**config.mk**
```make
export PLATFORM = sky130hd
export DESIGN_NAME = guard_pipe
export DESIGN_NICKNAME = d
export VERILOG_FILES = /design/src/rtl/guard_pipe.sv
export SDC_FILE = /design/constraint.sdc
export NUM_CORES = 1
export LEC_CHECK = 0
export ABC_AREA = 0
export CORE_MARGIN = 4
export CORE_UTILIZATION = 49
export CTS_CLUSTER_DIAMETER = 50
export CTS_CLUSTER_SIZE = 8
export DETAILED_ROUTE_END_ITERATION = 16
export PLACE_DENSITY = 0.82
export SETUP_SLACK_MARGIN = 0.4
export SYNTH_ARGS = -nofsm -noshare
export SYNTH_HDL_FRONTEND = slang
export SYNTH_SLANG_ARGS = --single-unit
```
**constraint.sdc**
```tcl
create_clock -name clock -period 2 [get_ports clock]
set_clock_uncertainty 0.05 [all_clocks]
set_input_delay 0.4 -clock clock [delete_from_list [all_inputs] [get_ports clock]]
set_output_delay 0.4 -clock clock [all_outputs]
set_load 0.01 [all_outputs]
```
**src/rtl/guard_pipe.sv**
```systemverilog
`default_nettype none
// guard_pipe: ordered LT/GT/EQ guard of in_data against in_thresh through a two-stage
// elastic pipeline, with saturating per-class counts of delivered results. Rev 1.0
module guard_pipe #(
  parameter int WIDTH  = 8,
  parameter bit SIGNED = 1'b1,
  parameter int RES_LT = 0,
  parameter int RES_GT = 1,
  parameter int RES_EQ = 2,
  parameter int CNT_W  = 16
) (
  input  logic             clock,
  input  logic             reset,
  input  logic             in_valid,
  output logic             in_ready,
  input  logic [WIDTH-1:0] in_data,
  input  logic [WIDTH-1:0] in_thresh,
  output logic             out_valid,
  input  logic             out_ready,
  output logic [WIDTH-1:0] out_data,
  output logic [1:0]       out_class,
  input  logic             clr_cnt,
  output logic [CNT_W-1:0] cnt_lt,
  output logic [CNT_W-1:0] cnt_gt,
  output logic [CNT_W-1:0] cnt_eq
);

  localparam logic [WIDTH-1:0] C_RES_LT = WIDTH'(RES_LT);
  localparam logic [WIDTH-1:0] C_RES_GT = WIDTH'(RES_GT);
  localparam logic [WIDTH-1:0] C_RES_EQ = WIDTH'(RES_EQ);
  localparam logic [1:0]       C_CLS_LT = 2'd0;
  localparam logic [1:0]       C_CLS_GT = 2'd1;
  localparam logic [1:0]       C_CLS_EQ = 2'd2;

  logic w_lt;
  logic w_gt;

  generate
    if (SIGNED) begin : g_signed
      assign w_lt = $signed(in_data) < $signed(in_thresh);
      assign w_gt = $signed(in_data) > $signed(in_thresh);
    end else begin : g_unsigned
      assign w_lt = in_data < in_thresh;
      assign w_gt = in_data > in_thresh;
    end
  endgenerate

  logic r_s1_valid;
  logic r_s1_lt;
  logic r_s1_gt;
  logic w_s2_ready;
  logic w_out_fire;

  assign w_s2_ready = !out_valid || out_ready;
  assign in_ready   = !r_s1_valid || w_s2_ready;
  assign w_out_fire = out_valid && out_ready;

  // S1: compare flags only; operands are not retained
  always_ff @(posedge clock or negedge reset) begin
    if (!reset) begin
      r_s1_valid <= 1'b0;
      r_s1_lt    <= 1'b0;
      r_s1_gt    <= 1'b0;
    end else if (in_ready) begin
      r_s1_valid <= in_valid;
      if (in_valid) begin
        r_s1_lt <= w_lt;
        r_s1_gt <= w_gt;
      end
    end
  end

  logic [WIDTH-1:0] w_s2_data;
  logic [1:0]       w_s2_class;

  // LT is tested before GT; EQ is the fall-through branch
  always_comb begin
    w_s2_data  = C_RES_EQ;
    w_s2_class = C_CLS_EQ;
    if (r_s1_lt) begin
      w_s2_data  = C_RES_LT;
      w_s2_class = C_CLS_LT;
    end else if (r_s1_gt) begin
      w_s2_data  = C_RES_GT;
      w_s2_class = C_CLS_GT;
    end
  end

  always_ff @(posedge clock or negedge reset) begin
    if (!reset) begin
      out_valid <= 1'b0;
      out_data  <= '0;
      out_class <= 2'd0;
    end else if (w_s2_ready) begin
      out_valid <= r_s1_valid;
      if (r_s1_valid) begin
        out_data  <= w_s2_data;
        out_class <= w_s2_class;
      end
    end
  end

  function automatic logic [CNT_W-1:0] sat_inc(input logic [CNT_W-1:0] v);
    return (&v) ? v : v + CNT_W'(1);
  endfunction

  always_ff @(posedge clock or negedge reset) begin
    if (!reset) begin
      cnt_lt <= '0;
      cnt_gt <= '0;
      cnt_eq <= '0;
    end else if (clr_cnt) begin
      cnt_lt <= '0;
      cnt_gt <= '0;
      cnt_eq <= '0;
    end else if (w_out_fire) begin
      case (out_class)
        C_CLS_LT: cnt_lt <= sat_inc(cnt_lt);
        C_CLS_GT: cnt_gt <= sat_inc(cnt_gt);
        C_CLS_EQ: cnt_eq <= sat_inc(cnt_eq);
        default:  ;
      endcase
    end
  end

endmodule
`default_nettype wire

```
==> impl_metrics.py, run 1 <==
metrics = {
    "hold_path": {
        "worstHoldPathType": "primary input to async pin",
    },
    "detailed_routing": {
        "topRoutingLayerUsed": "met4",
        "wl_met3_um": 790,
        "drt_first_iter_violations": 291,
        "met2_length_um": 6100,
        "drtPass1Iterations": 5,
        "finalWirelength_um": 11500,
        "drt-met1-wl_um": 4180,
        "routedWlPerCell_um": 19.5,
        "antenna_left": 0,
        "routed_via_density": 5.94,
        "vias": 3496,
        "route.detailed.drc": 0,
    },
    "final_layout": {
        "n_fill_cell": 319,
        "utilization": 0.877,
        "drive_above_1_share": 0.432,
        "syn_to_final_growth_pct": 70.5,
        "nNetsFinal": 545,
        "final_common_cell": "buf_4",
        "antenna_cells": 0,
        "mostFrequentLayoutCells": "buf_4 (90), dlygate4sd2_1 (54), nor2_1 (46)",
    },
    "place": {
        "gp_congestion": 0.812,
        "io_buffers": 74,
        "dp_hpwl_um": 5260,
    },
    "clock_tree": {
        "cts_tree": "built",
        "clk_latency_ps": 320,
        "clock_sinks": 54,
        "cts_buffers": 5,
        "cts-root-buf": "clkbuf_8",
        "cts.path.max_buffers": 2,
        "h-tree-depth": 2,
        "clk_pin_slew_ps": 100,
    },
    "synthesis": {
        "ys_warn_count": 0,
        "ys_seq_elements": 54,
        "ys_seq_area_frac": 0.434,
        "synth_area_sq_mm": 0.00312,
        "ys_types": 45,
        "synth-edff-count": 0,
        "syn_avg_cell_area_sq_um": 9.39,
        "async_reset_ff_frac": 1.00,
        "synth_flop_cell": "dfrtp_1",
        "synth_cells": 332,
    },
    "power_and_ir_drop": {
        "peakVddDrop_v": 0.000395,
        "power.leakage_nw": 2.53,
        "cellPowerDensity_mw_per_mm2": 452,
    },
    "global_route": {
        "grt_pass1_wl_um": 15900,
        "grt_max_degree": 49,
        "antenna_found_initial": 0,
        "gr-total-overflow": 0,
        "grt_pass1_vias": 3437,
        "grt_use_total": 0.259,
    },
    "timing": {
        "hold_ws_ps": 26.9,
        "slew_viol_final": 0,
        "fin_crit_ps": 1910,
        "finalSetupViolCount": 0,
        "period_share": 0.955,
        "grt_setup_unrepaired": "yes",
        "maxSlewHeadroom": 0.597,
        "hold_violations": 0,
        "worstMarginPinSlew_ps": 604,
        "fmax_mhz": 524,
    },
    "setup_path": {
        "crit_path_end_kind": "flip-flop",
        "cp.arrival_ps": 2060,
        "required_ps": 2150,
        "crit_type": "flip-flop to flip-flop",
        "worstPathMaxFanout": 7,
        "cp-start-kind": "flip-flop",
    },
    "run_status": {
        "status": "finished clean",
    },
    "floorplan": {
        "start_util": 0.514,
        "ios": 81,
        "core_area_sq_mm": 0.00606,
        "row_count": 28,
        "die_area_sq_mm": 0.00770,
        "die_h_um": 87.8,
        "die_w_um": 87.8,
    },
    "flow_run": {
        "maxCapViolations": 0,
    },
}
-- cells in the mapped netlist (all sizes together) (4+ instances only) --
| library cell | count | area [sq um] |
|---|---|---|
| clkbuf | 8 | 30.0 |
| o211ai | 5 | 37.5 |
| o21ai | 7 | 35.0 |
| nor2 | 47 | 176 |
| nand2 | 20 | 75.1 |
| ha | 11 | 138 |
| or3 | 5 | 31.3 |
| inv | 14 | 52.6 |
| nor4 | 4 | 25.0 |
| buf | 10 | 70.1 |
| nand2b | 5 | 31.3 |
| xnor2 | 22 | 193 |
| dfrtp | 54 | 1350 |
| and3 | 7 | 43.8 |
| mux2i | 5 | 50.1 |
| xor2 | 16 | 140 |
| a21oi | 13 | 65.1 |
| nand3 | 17 | 85.1 |
| and4 | 7 | 61.3 |
| nor3 | 9 | 55.1 |
| nand4 | 13 | 81.3 |
-- critical path, stage by stage, from the launching register on --
cell     delay [ps]
dfrtp_1         410
nand4_1         180
buf_4           200
nor3_4          300
buf_6           190
nor3b_4         200
xnor2_1         170
nor2_1           90
-- per-stage QoR --
stage / setup WS (ps) / cells / power (mW) / setup TNS (ps) / area, sq um
2_1_floorplan: 216 / 337 / 1.40 / 0 / 3370
3_3_place_gp: -312 / 489 / 1.60 / -5420 / 4240
5_1_grt: 59.2 / 589 / 2.50 / 0 / 5310
3_5_place_dp: -390 / 489 / 1.61 / -6400 / 4240
4_1_cts: 222 / 561 / 2.30 / 0 / 4950
6_report: 90.4 / 589 / 2.40 / 0 / 5310
-- final timing paths --
check	start	endpoint	slack (ps)	cells past startpoint
min in group clock	r_s1_gt$_DFFE_PN0P_	out_data[1]$_DFFE_PN0P_	440	1
hold / removal	reset	cnt_gt[15]$_DFFE_PN0P_	30	1
setup reg to reg	cnt_gt[6]$_DFFE_PN0P_	cnt_gt[10]$_DFFE_PN0P_	90	7
max in group asynchronous	reset	out_data[0]$_DFFE_PN0P_	1260	2
setup / recovery	cnt_gt[6]$_DFFE_PN0P_	cnt_gt[10]$_DFFE_PN0P_	90	7
hold reg to reg	r_s1_gt$_DFFE_PN0P_	out_data[1]$_DFFE_PN0P_	440	1
-- metal layers --
metal | up-vias | track usage
met1 | 1724 | 0.299
li1 | 1517 | -
met5 | - | 0
met4 | 0 | 0.110
met2 | 205 | 0.465
met3 | 50 | 0.0508
-- logic make-up (layout without fill, tap and decap cells) --
kind of cell | after synthesis | count (layout) | share of synthesized area
xor+xnor | 38 | 38 | 0.107
flops | 54 | 54 | 0.434
other cells | 1 | 6 | 0.00120
mux | 6 | 6 | 0.0197
buf+inv | 32 | 209 | 0.0490
compound gates | 40 | 40 | 0.0839
fa+ha+maj | 11 | 11 | 0.0442
simple gates | 150 | 150 | 0.262
-- state kept, by name, summed over array words and instances (netlist names) --
signal,flops
cnt_eq,16
out_data,2
r_s1_gt,1
r_s1_lt,1
out_valid,1
r_s1_valid,1
cnt_lt,16
cnt_gt,16
-- repair_timing --
item,in CTS,in global routing
setup endpoints to repair,104,55
gates resized for setup,124,58
pin swaps,36,51
endpoints found under the hold margin,0,0
hold buffers,0,0
setup buffers,64,28
-- cell type report --
| cell class | instances | area, sq um | area share |
|---|---|---|---|
| sequential | 54 | 1370 | 0.257 |
| tap | 75 | 93.8 | 0.0177 |
| clock inverter | 1 | 5.00 | 0.000942 |
| multi-input combinational | 251 | 2110 | 0.397 |
| timing repair buffer | 187 | 1590 | 0.298 |
| inverter | 14 | 65.1 | 0.0122 |
| clock buffer | 7 | 86.3 | 0.0163 |
-- report_power, final --
| group | total (mW) | switching [mW] | leakage (nW) | internal (mW) |
|---|---|---|---|---|
| combinational | 0.576 | 0.274 | 1.76 | 0.302 |
| sequential | 1.17 | 0.0403 | 0.723 | 1.13 |
| clock | 0.656 | 0.375 | 0.0482 | 0.281 |
| total | 2.40 | 0.689 | 2.53 | 1.71 |
Note: power is estimated with default switching activity, not from simulation.
==> run 2, diff against run 1 <==
Settings changed: CELL_PAD_IN_SITES_DETAIL_PLACEMENT set to 1, CELL_PAD_IN_SITES_GLOBAL_PLACEMENT set to 1, CORE_UTILIZATION 49 to 37, PLACE_DENSITY 0.82 to 0.83.
==> run 2 against run 1 <==
  * Die area is 29% higher
  * Critical path depth stayed put
  * Setup slack gained 11 ps
  * Largest cell class unchanged
==> impl_metrics.py, run 2 (synthesis results as in run 1) <==
metrics = {
    "setup_path": {
        "worstPathMaxFanout": 6,
        "cp-start-kind": "flip-flop",
        "crit_path_end_kind": "flip-flop",
        "required_ps": 2150,
        "crit_type": "flip-flop to flip-flop",
        "cp.arrival_ps": 2050,
    },
    "final_layout": {
        "multiInputGateArea_sq_mm": 0.00215,
        "antenna_cells": 0,
        "drive_above_1_share": 0.449,
        "n_fill_cell": 893,
        "syn_to_final_growth_pct": 76.1,
        "nNetsFinal": 554,
        "top_regs": "cnt_eq: 16 flops, cnt_gt: 16 flops, cnt_lt: 16 flops",
        "mostFrequentLayoutCells": "buf_4 (106), dlygate4sd2_1 (56), nor2_1 (45)",
        "ff_latch_area_sq_mm": 0.00137,
        "final_common_cell": "buf_4",
        "stdcell_count": 628,
    },
    "place": {
        "dp_slack_ps": -380,
        "dp_hpwl_um": 6540,
        "io_buffers": 74,
        "dpl.cell_count": 518,
        "gp_congestion": 0.789,
    },
    "clock_tree": {
        "cts-root-buf": "clkbuf_8",
        "cts_buffers": 5,
        "cts_tree": "built",
        "cts_hold_repair.buffers": 0,
        "cts.path.max_buffers": 2,
        "h-tree-depth": 2,
        "clk_pin_slew_ps": 110,
        "clock_sinks": 54,
        "clk_latency_ps": 330,
    },
    "floorplan": {
        "die_area_sq_mm": 0.00996,
        "die_w_um": 99.8,
        "start_util": 0.379,
        "ios": 81,
        "die_h_um": 99.8,
        "core_area_sq_mm": 0.00822,
        "row_count": 33,
    },
    "detailed_routing": {
        "routedWlPerCell_um": 23.8,
        "drt_first_iter_violations": 163,
        "vias": 3566,
        "antenna_left": 0,
        "routed_via_density": 5.68,
        "route.detailed.drc": 0,
        "finalWirelength_um": 14900,
        "drtPass1Iterations": 4,
    },
    "global_route": {
        "grt_max_degree": 49,
        "antenna_found_initial": 0,
        "grt_pass1_vias": 3691,
        "gr-total-overflow": 0,
        "grt_pass1_wl_um": 19900,
        "grt_use_total": 0.252,
    },
    "timing": {
        "grt_setup_unrepaired": "yes",
        "hold_violations": 0,
        "finalWorstSetupSlack_ps": 101,
        "fin_crit_ps": 1900,
        "maxSlewHeadroom": 0.577,
        "finalSetupViolCount": 0,
        "period_share": 0.949,
        "slew_viol_final": 0,
        "fmax_mhz": 527,
        "worstMarginPinSlew_ps": 635,
    },
    "power_and_ir_drop": {
        "cellPowerDensity_mw_per_mm2": 486,
        "p_sw_frac": 0.278,
        "p_seq_frac": 0.440,
        "power.leakage_nw": 2.59,
        "p_clk_frac": 0.355,
        "power_frac_comb": 0.204,
        "p_int_mw": 1.93,
        "peakVddDrop_v": 0.000303,
        "switching_power_uw": 741,
    },
    "hold_path": {
        "worstHoldPathType": "primary input to async pin",
    },
    "run_status": {
        "status": "finished clean",
    },
    "flow_run": {
        "maxCapViolations": 0,
    },
}
==> run 2: cell types whose count changed in the layout (fill, tap and decap cells not counted), sizes merged, moves of 2 or more <==
cell,delta
bufinv,+2
buf,+11
clkdlybuf4s15,-4
dlygate4sd2,+2
==> run 2: path summary, 6_finish.rpt <==
path | from | end | slack [ps] | cells past startpoint
min in group clock | r_s1_gt$_DFFE_PN0P_ | out_data[1]$_DFFE_PN0P_ | 440 | 1
max in group asynchronous | reset | out_data[0]$_DFFE_PN0P_ | 1250 | 2
worst max-delay path | cnt_gt[1]$_DFFE_PN0P_ | cnt_gt[10]$_DFFE_PN0P_ | 100 | 7
worst max register to register | cnt_gt[1]$_DFFE_PN0P_ | cnt_gt[10]$_DFFE_PN0P_ | 100 | 7
worst min register to register | r_s1_gt$_DFFE_PN0P_ | out_data[1]$_DFFE_PN0P_ | 440 | 1
worst min-delay path | reset | cnt_eq[5]$_DFFE_PN0P_ | 30 | 1
==> run 2: what timing repair did <==
item | in CTS | in global routing
buffers inserted | 72 | 30
pin swaps | 25 | 44
setup endpoints to repair | 104 | 53
cloned | 0 | 0
gates resized for setup | 124 | 70
==> run 2: cell type report <==
| type | instances | share of cell area |
|---|---|---|
| Tap cell | 105 | 0.0239 |
| Inverter | 14 | 0.0119 |
| Clock buffer | 6 | 0.0150 |
| Sequential cell | 54 | 0.250 |
| Clock inverter | 2 | 0.0109 |
| Multi-Input combinational cell | 251 | 0.391 |
| Timing Repair Buffer | 196 | 0.297 |
==> run 2: metal layers <==
layer  routed length [um]  vias up  global-route usage
met5                    0        -                   0
met4                  733        0              0.0872
met3                  747       61              0.0410
met2                 8010      163               0.464
met1                 5440     1808               0.294
li1                     -     1534                   -
==> run 2: power groups by stage <==
| stage | Clock (mW) | Sequential (mW) | Combinational (mW) |
|---|---|---|---|
| global placement | 0 | 1.20 | 0.400 |
| finish | 0.949 | 1.18 | 0.545 |
| detailed placement | 0 | 1.21 | 0.412 |
| floorplan | 0 | 1.20 | 0.198 |
| CTS | 0.933 | 1.17 | 0.464 |
| global route | 0.990 | 1.18 | 0.587 |
==> run 2: metrics by stage <==
step | util | instance area (sq um) | hold WS (ps) | total power [mW] | TNS (ps)
2_1_floorplan | - | 3370 | 54.4 | 1.40 | 0
5_1_grt | 0.668 | 5490 | 52.3 | 2.76 | 0
3_5_place_dp | 0.520 | 4270 | 392 | 1.62 | -7410
4_1_cts | 0.617 | 5070 | 50.7 | 2.57 | 0
3_3_place_gp | 0.520 | 4270 | 388 | 1.60 | -5750
6_report | 0.668 | 5490 | 33.9 | 2.67 | 0
==> run 2: critical path, cell delays in order (launching register included) <==
cell,delay [ps]
dfrtp_2,470
ha_4,190
nand3_4,140
nor3_4,330
buf_6,190
nor3b_4,200
xnor2_1,140
nor2_1,70
==> edit (flow settings as in run 2) <==
`WIDTH`: 8 -> 7.
--- a/src/rtl/guard_pipe.sv
+++ b/src/rtl/guard_pipe.sv
@@ -4,3 +4,3 @@
 module guard_pipe #(
-  parameter int WIDTH  = 8,
+  parameter int WIDTH  = 7,
   parameter bit SIGNED = 1'b1,
Ports: changed (resized in_data, in_thresh and out_data); port bits go from 81 to 78. No check against the original RTL was run, so the function may have changed too.
==> edit against run 2 <==
- area after synthesis decreased by 3.1%
- cell area down 4.8%
- total power down 10%
- sequential share of layout area increased by 1.2 points
- global-route usage fell by 2.1 points
- via count shrank 6.6%
- highest routed layer unchanged
- routed wire length is 9.6% lower
- die area is 2.8% lower
- critical path type unchanged
- setup slack lost 0.045 ns
- sequential cell count is the same
- largest cell class unchanged
==> edit: results (changes against run 2) <==
status: "finished, final reports clean"
grt_pass1_wl_um: 18010  # -9.7%
nNetsFinal: 519  # -6.3%
syn_inst: 324  # -2.4%
routed_wl_um: 13500  # -9.6%
ir_worst_vdd_mv: 0.2915  # -3.7%
place_ws_ns: -0.3612  # +0.01909 ns
final.fill_count: 844  # -5.5%
ys_top_cells_by_count: "54 x dfrtp_1, 50 x nor2_1, 27 x xnor2_1"
synth_area_leaders: "dfrtp_1 45%, xnor2_1 7.8%, nor2_1 6.2%"
grt_pass1_vias: 3356  # -9.1%
synth-seq-area-share_pct: 44.74  # +1.4 points
dp.cells: 507  # -2.1%
post_dp_cell_area_um2: 4048  # -5.3%
grt_use_met2_pct: 43.01  # -3.4 points
wl_met1_um: 4908  # -9.8%
wl_met3_um: 537  # -28%
finalNonFillerCells: 593  # -5.6%
io_buffers: 72  # -2.7%
ys_types: 44  # -2.2%
place.gp.congestion: 0.7959  # +0.85%
fin_crit_ns: 1.944  # +0.04534 ns
whs_ns: 0.0002681  # -0.03364 ns
track_usage_pct: 23.11  # -2.1 points
area_growth_pct: 72.95
viasPerCell: 5.617  # -1.1%
dr_wl_met2_um: 7301  # -8.9%
dp_hpwl_um: 6207  # -5.2%
==> edit: layout make-up <==
cell class	count	area share, %
flip-flops and latches	54	26.18
clock buffers	7	1.653
repair buffers	170	27.83
inverters	12	0.8623
clock inverters	1	0.09581
well taps	102	2.443
multi-input cells	247	40.93
==> edit: logic make-up after synthesis <==
| kind of cell | count (synthesis) | share of synthesized area, % |
|---|---|---|
| other cells | 1 | 0.1242 |
| fa+ha+maj | 10 | 4.143 |
| compound gates | 27 | 5.468 |
| xor+xnor | 39 | 11.31 |
| flops | 54 | 44.74 |
| buf+inv | 28 | 4.391 |
| simple gates | 165 | 29.83 |
==> edit: worst max-delay path: stages (launching register included) <==
cell	delay, ns
dfrtp_1	0.42
nand4b_1	0.29
buf_6	0.19
or4_4	0.45
nor3b_2	0.21
xnor2_1	0.16
nor2_1	0.06
==> edit: where the power goes <==
group          leakage, uW  switching [uW]  total, uW  internal (uW)
combinational      0.00166             278        554            276
sequential        0.000720            40.3       1170           1130
clock            0.0000482             401        682            281
